--- src/rtl/a2d_spi_resp.sv ---
// SPI responder standing in for an 8-channel A2D: decodes 16-bit command frames
// and shifts back the channel value captured at the close of the previous frame.
`default_nettype none

module a2d_spi_resp #(
  parameter int SYNC_STAGES = 2,
  parameter int DATA_W      = 12
) (
  input  logic                clk,
  input  logic                rst,
  input  logic                SS_n,
  input  logic                SCLK,
  input  logic                MOSI,
  output logic                MISO,
  input  logic [8*DATA_W-1:0] chnl_vals,
  output logic                cmd_vld,
  output logic [2:0]          chnl,
  output logic                frm_err
);

  typedef enum logic [0:0] {IDLE = 1'b0, ACTIVE = 1'b1} state_t;

  state_t                 state;
  logic [SYNC_STAGES-1:0] ss_sync, sclk_sync, mosi_sync;
  logic                   ss_d, sclk_d;
  logic [15:0]            shft;
  logic [4:0]             bit_cnt;
  logic [DATA_W-1:0]      result;
  logic [DATA_W-1:0]      vals [8];

  logic ss_s, sclk_s, mosi_s;
  logic ss_fall, ss_rise, sclk_rise;

  for (genvar k = 0; k < 8; k++) begin : g_unpack
    assign vals[k] = chnl_vals[k*DATA_W +: DATA_W];
  end

  assign ss_s      = ss_sync[SYNC_STAGES-1];
  assign sclk_s    = sclk_sync[SYNC_STAGES-1];
  assign mosi_s    = mosi_sync[SYNC_STAGES-1];
  assign ss_fall   = ss_d & ~ss_s;
  assign ss_rise   = ~ss_d & ss_s;
  assign sclk_rise = ~sclk_d & sclk_s;

  always_ff @(posedge clk) begin
    if (rst) begin
      // SS_n chain resets low so a select still held low after reset is not
      // mistaken for a fresh falling edge.
      ss_sync   <= '0;
      ss_d      <= 1'b0;
      sclk_sync <= '1;
      sclk_d    <= 1'b1;
      mosi_sync <= '0;
      state     <= IDLE;
      shft      <= '0;
      bit_cnt   <= '0;
      result    <= '0;
      chnl      <= '0;
      cmd_vld   <= 1'b0;
      frm_err   <= 1'b0;
      MISO      <= 1'b0;
    end else begin
      ss_sync   <= {ss_sync[SYNC_STAGES-2:0], SS_n};
      sclk_sync <= {sclk_sync[SYNC_STAGES-2:0], SCLK};
      mosi_sync <= {mosi_sync[SYNC_STAGES-2:0], MOSI};
      ss_d      <= ss_s;
      sclk_d    <= sclk_s;
      cmd_vld   <= 1'b0;
      frm_err   <= 1'b0;
      MISO      <= (state == ACTIVE) ? shft[15] : 1'b0;

      case (state)
        IDLE: begin
          if (ss_fall) begin
            shft    <= {{(16-DATA_W){1'b0}}, result};
            bit_cnt <= '0;
            state   <= ACTIVE;
          end
        end
        ACTIVE: begin
          // Frame close takes priority over a coincident SCLK rise.
          if (ss_rise) begin
            state <= IDLE;
            if (bit_cnt == 5'd16) begin
              chnl    <= shft[13:11];
              result  <= vals[shft[13:11]];
              cmd_vld <= 1'b1;
            end else begin
              frm_err <= 1'b1;
            end
          end else if (sclk_rise) begin
            shft <= {shft[14:0], mosi_s};
            if (bit_cnt != 5'd31) bit_cnt <= bit_cnt + 5'd1;
          end
        end
        default: state <= IDLE;
      endcase
    end
  end

endmodule

`default_nettype wire

--- config.mk ---
export PLATFORM = sky130hd
export DESIGN_NAME = a2d_spi_resp
export DESIGN_NICKNAME = d
export VERILOG_FILES = /design/src/rtl/a2d_spi_resp.sv
export SDC_FILE = /design/constraint.sdc
export NUM_CORES = 1
export LEC_CHECK = 0
export BUFFER_PORTS_ARGS = -buffer_cell sky130_fd_sc_hd__buf_2
export CAP_MARGIN = 15
export CORE_ASPECT_RATIO = 1.4
export CORE_MARGIN = 1
export CORE_UTILIZATION = 48
export CTS_CLUSTER_DIAMETER = 150
export DETAILED_ROUTE_END_ITERATION = 6
export PLACE_DENSITY_LB_ADDON = 0.2
export SKIP_CTS_REPAIR_TIMING = 1
export SLEW_MARGIN = 20
export SYNTH_ARGS = -nofsm -noshare
export SYNTH_HDL_FRONTEND = slang
export SYNTH_SLANG_ARGS = --single-unit
--- constraint.sdc ---
create_clock -name clk -period 2.1 [get_ports clk]
set_clock_uncertainty 0.2 [all_clocks]
set_input_delay 0.315 -clock clk [delete_from_list [all_inputs] [get_ports clk]]
set_output_delay 0.315 -clock clk [all_outputs]
set_load 0.05 [all_outputs]
# [Word level (Yosys, flattened, before mapping)]
# Index checks and enable logic that the tools add are counted.
[word_totals] inputBits=101 elab_cells=52 out_inout_bits=6 regBits=48
[classes] n_reduce_logical=5 bitwise=9 n_lt_le_gt_ge=1 muxes=17 n_addsub=1 n_eq_ne=6
[ops] operator="$mux 16" count=3
[ops] operator="$bmux 12 s3" count=1
[ops] operator="$pmux 16 s2" count=1
[ops] operator="$mux 12" count=2
[ops] operator="$mux 5" count=4
[ops] operator="$pmux 5 s2" count=1
[ops] operator="$reduce_and 3->1" count=2
[ops] operator="$add 5x1->5 const B" count=1
[ops] operator="$eq 5x5->1 const B" count=1
[ops] operator="$ne 5x5->1 const B" count=1
[ops] operator="$not 1->1" count=5
[ops] operator="$ge 4x4->1 const B" count=1
[ops] operator="$mux 1" count=4
[ops] operator="$ne 2x1->1 const B" count=2
[ops] operator="$ne 2x2->1 const B" count=2
[ops] operator="$not 3->4" count=1
[ops] operator="$reduce_and 4->1" count=1
[ops] operator="$and 1x1->1" count=3
[ops] operator="$reduce_or 3->1" count=1
[ops] operator="$pmux 1 s2" count=1
[ops] operator="$reduce_or 2->1" count=1

# [Longest topological paths before layout]
[logic_depth] depth_word=5 ltp_mapped=9 depth_no_buf=7

# [Least setup slack after synthesis]
# OpenSTA, ideal clock, no wires.
[synth_path] path_kind="reg-to-reg" startpoint="register bit_cnt[0]" endpoint="register bit_cnt[0]" path_stages_with_launch=8 required_time_ns=1.772 setup_slack_ns=0.162 t_arrival_ns=1.611 path_buffers=0 setup_ns=0.128 period_less_slack_ns=1.938 cell_sequence="dfxtp_1 > ha_1 > and3_1 > ha_1 > nor3b_1 > nand3_1 > mux2i_1 > nor2_1"
[synth_between] elab_chain_len=5 elab_cells_between_ends=8 classes_between="1 x add/sub; 2 x eq/ne; 4 x mux; 1 x reduce/logical"
[synth_rtl] item="start, declared" line="27" source="logic [4:0] bit_cnt;"
[synth_rtl] item="start signal, assigned" line="93" source="if (bit_cnt != 5'd31) bit_cnt <= bit_cnt + 5'd1;"
[synth_rtl] item="$add 5x1->5" line="93"
[synth_rtl] item="$mux 5" line="93"
[synth_rtl] item="$mux 5" line="91" source="end else if (sclk_rise) begin"
[synth_rtl] item="$mux 5" line="82" source="if (ss_rise) begin"
[synth_rtl] item="$pmux 5 s2" line="72" source="case (state)"
# Several ways; a longest one is shown, not always the timed one. The select of a mux whose other input is x is not followed.
# A chain may end at the register's enable or synchronous reset.

# [Final worst setup path]
[layout_path] startpoint="register bit_cnt[1]" endpoint="register bit_cnt[2]"
# Same word-level chain as after synthesis.

==> flow_metrics.env <==
export IMPL_vdd_drop_max_mv=0.298
export IMPL_start_util_pct=50.4
export IMPL_synth_nets=341
export IMPL_fin_setup_tns_ns=0
export IMPL_remaining_drc_errors=0
export IMPL_crit_start="bit_cnt[1]"
export IMPL_totalWireLength_mm=6.03
export IMPL_clockRootBuffer="clkbuf_8"
export IMPL_max_clock_path_buffers=2
export IMPL_grt_pass1_vias=2075
export IMPL_cts_tree="done"
export IMPL_syn_cell_area_sq_mm=0.00262
export IMPL_ff2ff_setup_slack_ns=0.16
export IMPL_post_route_period_util_pct=92.2
export IMPL_layout_drive_gt1_share_pct=48.1
export IMPL_r2r_cells=8
export IMPL_crit_cells=8
export IMPL_core_sq_mm=0.00520
export IMPL_cp_common_cell="ha_1"
export IMPL_hold_viol_final=1
export IMPL_synthArstFlopShare_pct=0
export IMPL_yosys_top_cells_area="dfxtp_1 (37%), mux4_2 (21%), mux2i_1 (6.5%)"
export IMPL_fillers=453
export IMPL_slowest_stage="dfxtp_1"
export IMPL_grtUsageMet3_pct=3.32
export IMPL_clk_pin_slew_ns=0.09
export IMPL_postRouteAntennaNets=0
export IMPL_cts_made_buffers=5
export IMPL_grt_util_met2_pct=38.8
export IMPL_grt_overflow_total=0
export IMPL_ys_flop_type="dfxtp_1"
export IMPL_first_pass_iters=4
export IMPL_multi_input_area_sq_mm=0.00149
export IMPL_met1_usage_pct=25.8
export IMPL_die_width_um=64.4
export IMPL_cp_max_fo=5
export IMPL_yosysUniqueCellTypes=33
export IMPL_maxSlewViolCount=0
export IMPL_via_count=2204
export IMPL_grt_pass1_wl_mm=9.45
export IMPL_required_ns=2.11
export IMPL_setup_viol=0
export IMPL_grt_max_degree=35
export IMPL_violations="negative hold slack"
export IMPL_yosysTopAreaCell="dfxtp_1"
export IMPL_ff_latch_area_sq_um=961
export IMPL_slew_headroom_pct=75.2
export IMPL_status="finished with violations"
export IMPL_worstPathCellList="ha_1 -> and3_1 -> ha_1 -> nor3b_1 -> buf_4 -> nand4_1 -> xor2_1 -> nor3_1"
export IMPL_cap_violations=0
export IMPL_finalHoldWorstSlack_ns=-0.00487
export IMPL_dp_cells=395
export IMPL_rsz0062_at_grt="false"
export IMPL_crit_path_start_kind="flip-flop"
export IMPL_synthToLayoutAreaGrowth_pct=25.3
export IMPL_netlist_instances=237
export IMPL_antenna_cells=0
export IMPL_gp_congestion=0.787
export IMPL_rows=31
export IMPL_nNetsFinal=440
export IMPL_finalNonFillerCells=403
export IMPL_gr_max_usage_layer="met2"
export IMPL_viasPerCell=5.47
export IMPL_worstSkewPairLatency_ns=0.29
export IMPL_end_kind="flip-flop"
export IMPL_cp_buffers_inverters=1
export IMPL_syn_avg_cell_area_sq_um=11.0
export IMPL_port_buffers=106
export IMPL_yosysTopAreaCellShare_pct=36.7
export IMPL_pre_cts_ws_ns=0.187
export IMPL_die_area_sq_mm=0.00576
export IMPL_place_hpwl_mm=4.65
export IMPL_p_leak_nw=1.25
export IMPL_io_pins=107
export IMPL_cts_sinks=48
export IMPL_first_iter_violations=125
export IMPL_detail_route_wl_per_cell_um=15.0
export IMPL_synth_edf_count=0
export IMPL_critPathTopFamily="simple AND/OR/NAND/NOR gates"
export IMPL_ys_ff_latch=48
export IMPL_ys_warn_count=0
export IMPL_worst_slew_pin_slew_ns=0.370
export IMPL_p_per_area_mw_per_mm2=552
export IMPL_crit_end="bit_cnt[2]"
export IMPL_die_h_um=89.4
export IMPL_antenna_found_initial=0
export IMPL_ys_seq_area_share_pct=36.7
export IMPL_cpPeakStageDelay_ns=0.34
export IMPL_grt_use_total_pct=21.2
export IMPL_hp_class="in2reg"
export IMPL_r2r_start="bit_cnt[1]"
export IMPL_rr_endpoint="bit_cnt[2]"
export IMPL_total_power_mw=1.81
export IMPL_htreeDepth=2
export IMPL_fin_ws_ns=0.163
export IMPL_min_period_ns=1.94
export IMPL_crit_arrival_ns=1.95
export IMPL_fmax_mhz=516
export IMPL_critical_path_class="reg2reg"
state kept, by name, summed over array words and instances, names as in the netlist:
register	flops
chnl	3
ss_sync	2
mosi_sync	2
result	12
shft	16
bit_cnt	5
ss_d	1
state	1
sclk_sync	2
MISO	1
sclk_d	1
frm_err	1
cmd_vld	1
metrics by stage:
| stage | util, % | area [sq um] |
|---|---|---|
| after global placement | 61.0 | 3170 |
| after floorplan | - | 2620 |
| after detailed placement | 61.0 | 3170 |
| final | 63.1 | 3280 |
| after global routing | 63.1 | 3280 |
| after CTS | 63.1 | 3280 |
final cells by class:
cell class / count / share of cell area, %
flip-flops and latches: 48 / 29.3
multi-input cells: 164 / 45.3
inverters: 3 / 0.343
repair buffers: 114 / 19.1
clock inverters: 3 / 1.30
well taps: 66 / 2.52
clock buffers: 5 / 2.10
logic make-up (layout without fill, tap and decap cells):
family | Yosys count | after routing | share of synthesized area (%)
compound gates | 36 | 36 | 11.3
xor+xnor | 2 | 2 | 0.669
fa+ha+maj | 3 | 3 | 1.43
buf+inv | 25 | 125 | 6.50
flops | 48 | 48 | 36.7
mux | 41 | 41 | 27.2
simple gates | 82 | 82 | 16.3
routing by layer:
metal	part of all wire, %	wire (um)
met1	39	2380
met4	0.71	43
met3	5.9	358
met5	0	0
met2	54	3250
worst min path at each step:
| stage | from | endpoint | slack (ns) | cells after the start |
|---|---|---|---|---|
| final | SCLK | sclk_sync[0] | -0.005 | 2 |
| after CTS | SCLK | sclk_sync[0] | -0.02 | 2 |
| after detailed placement | sclk_sync[0] | sclk_sync[1] | 0.20 | 1 |
| after global placement | sclk_sync[0] | sclk_sync[1] | 0.20 | 1 |
| after global routing | SCLK | sclk_sync[0] | 0.008 | 2 |
| after floorplan | sclk_sync[0] | sclk_sync[1] | 0.19 | 1 |
layout by cell type, fill, tap and decap left out, types with 2 or more instances in the layout:
master | synthesis | final
mux2i_1 | 17 | 17
o22ai_1 | 8 | 8
nor3b_1 | 2 | 2
and3_1 | 2 | 2
nor3_1 | 10 | 10
inv_1 | 3 | 3
a21oi_1 | 10 | 10
nand3_1 | 8 | 8
mux4_2 | 24 | 24
buf_2 | 7 | 106
dfxtp_1 | 48 | 48
nand2_1 | 11 | 11
nand2b_1 | 3 | 3
nor2b_1 | 6 | 6
nor2_1 | 26 | 26
ha_1 | 3 | 3
nand4_1 | 4 | 4
or2_2 | 3 | 3
buf_12 | 0 | 3
xor2_1 | 2 | 2
buf_4 | 2 | 5
a211oi_1 | 4 | 4
a211oi_2 | 12 | 12
clkbuf_8 | 0 | 5
power breakdown:
group          internal, mW  total [mW]  switching [mW]
Clock                 0.352       0.650           0.298
Combinational         0.139       0.226          0.0871
Sequential            0.925       0.934         0.00907
cell usage after synthesis (3+ instances only):
cell type   n
nor3_1     10
nor2_1     26
nand2_1    11
mux2i_1    17
a21oi_1    10
inv_1       3
buf_6       8
clkbuf_1    5
nor2b_1     6
ha_1        3
dfxtp_1    48
nand2b_1    3
buf_2       7
a211oi_2   12
nand3_1     8
a211oi_1    4
o22ai_1     8
nand4_1     4
mux4_2     24
or2_2       3
Power figures use the tool's default switching activity.
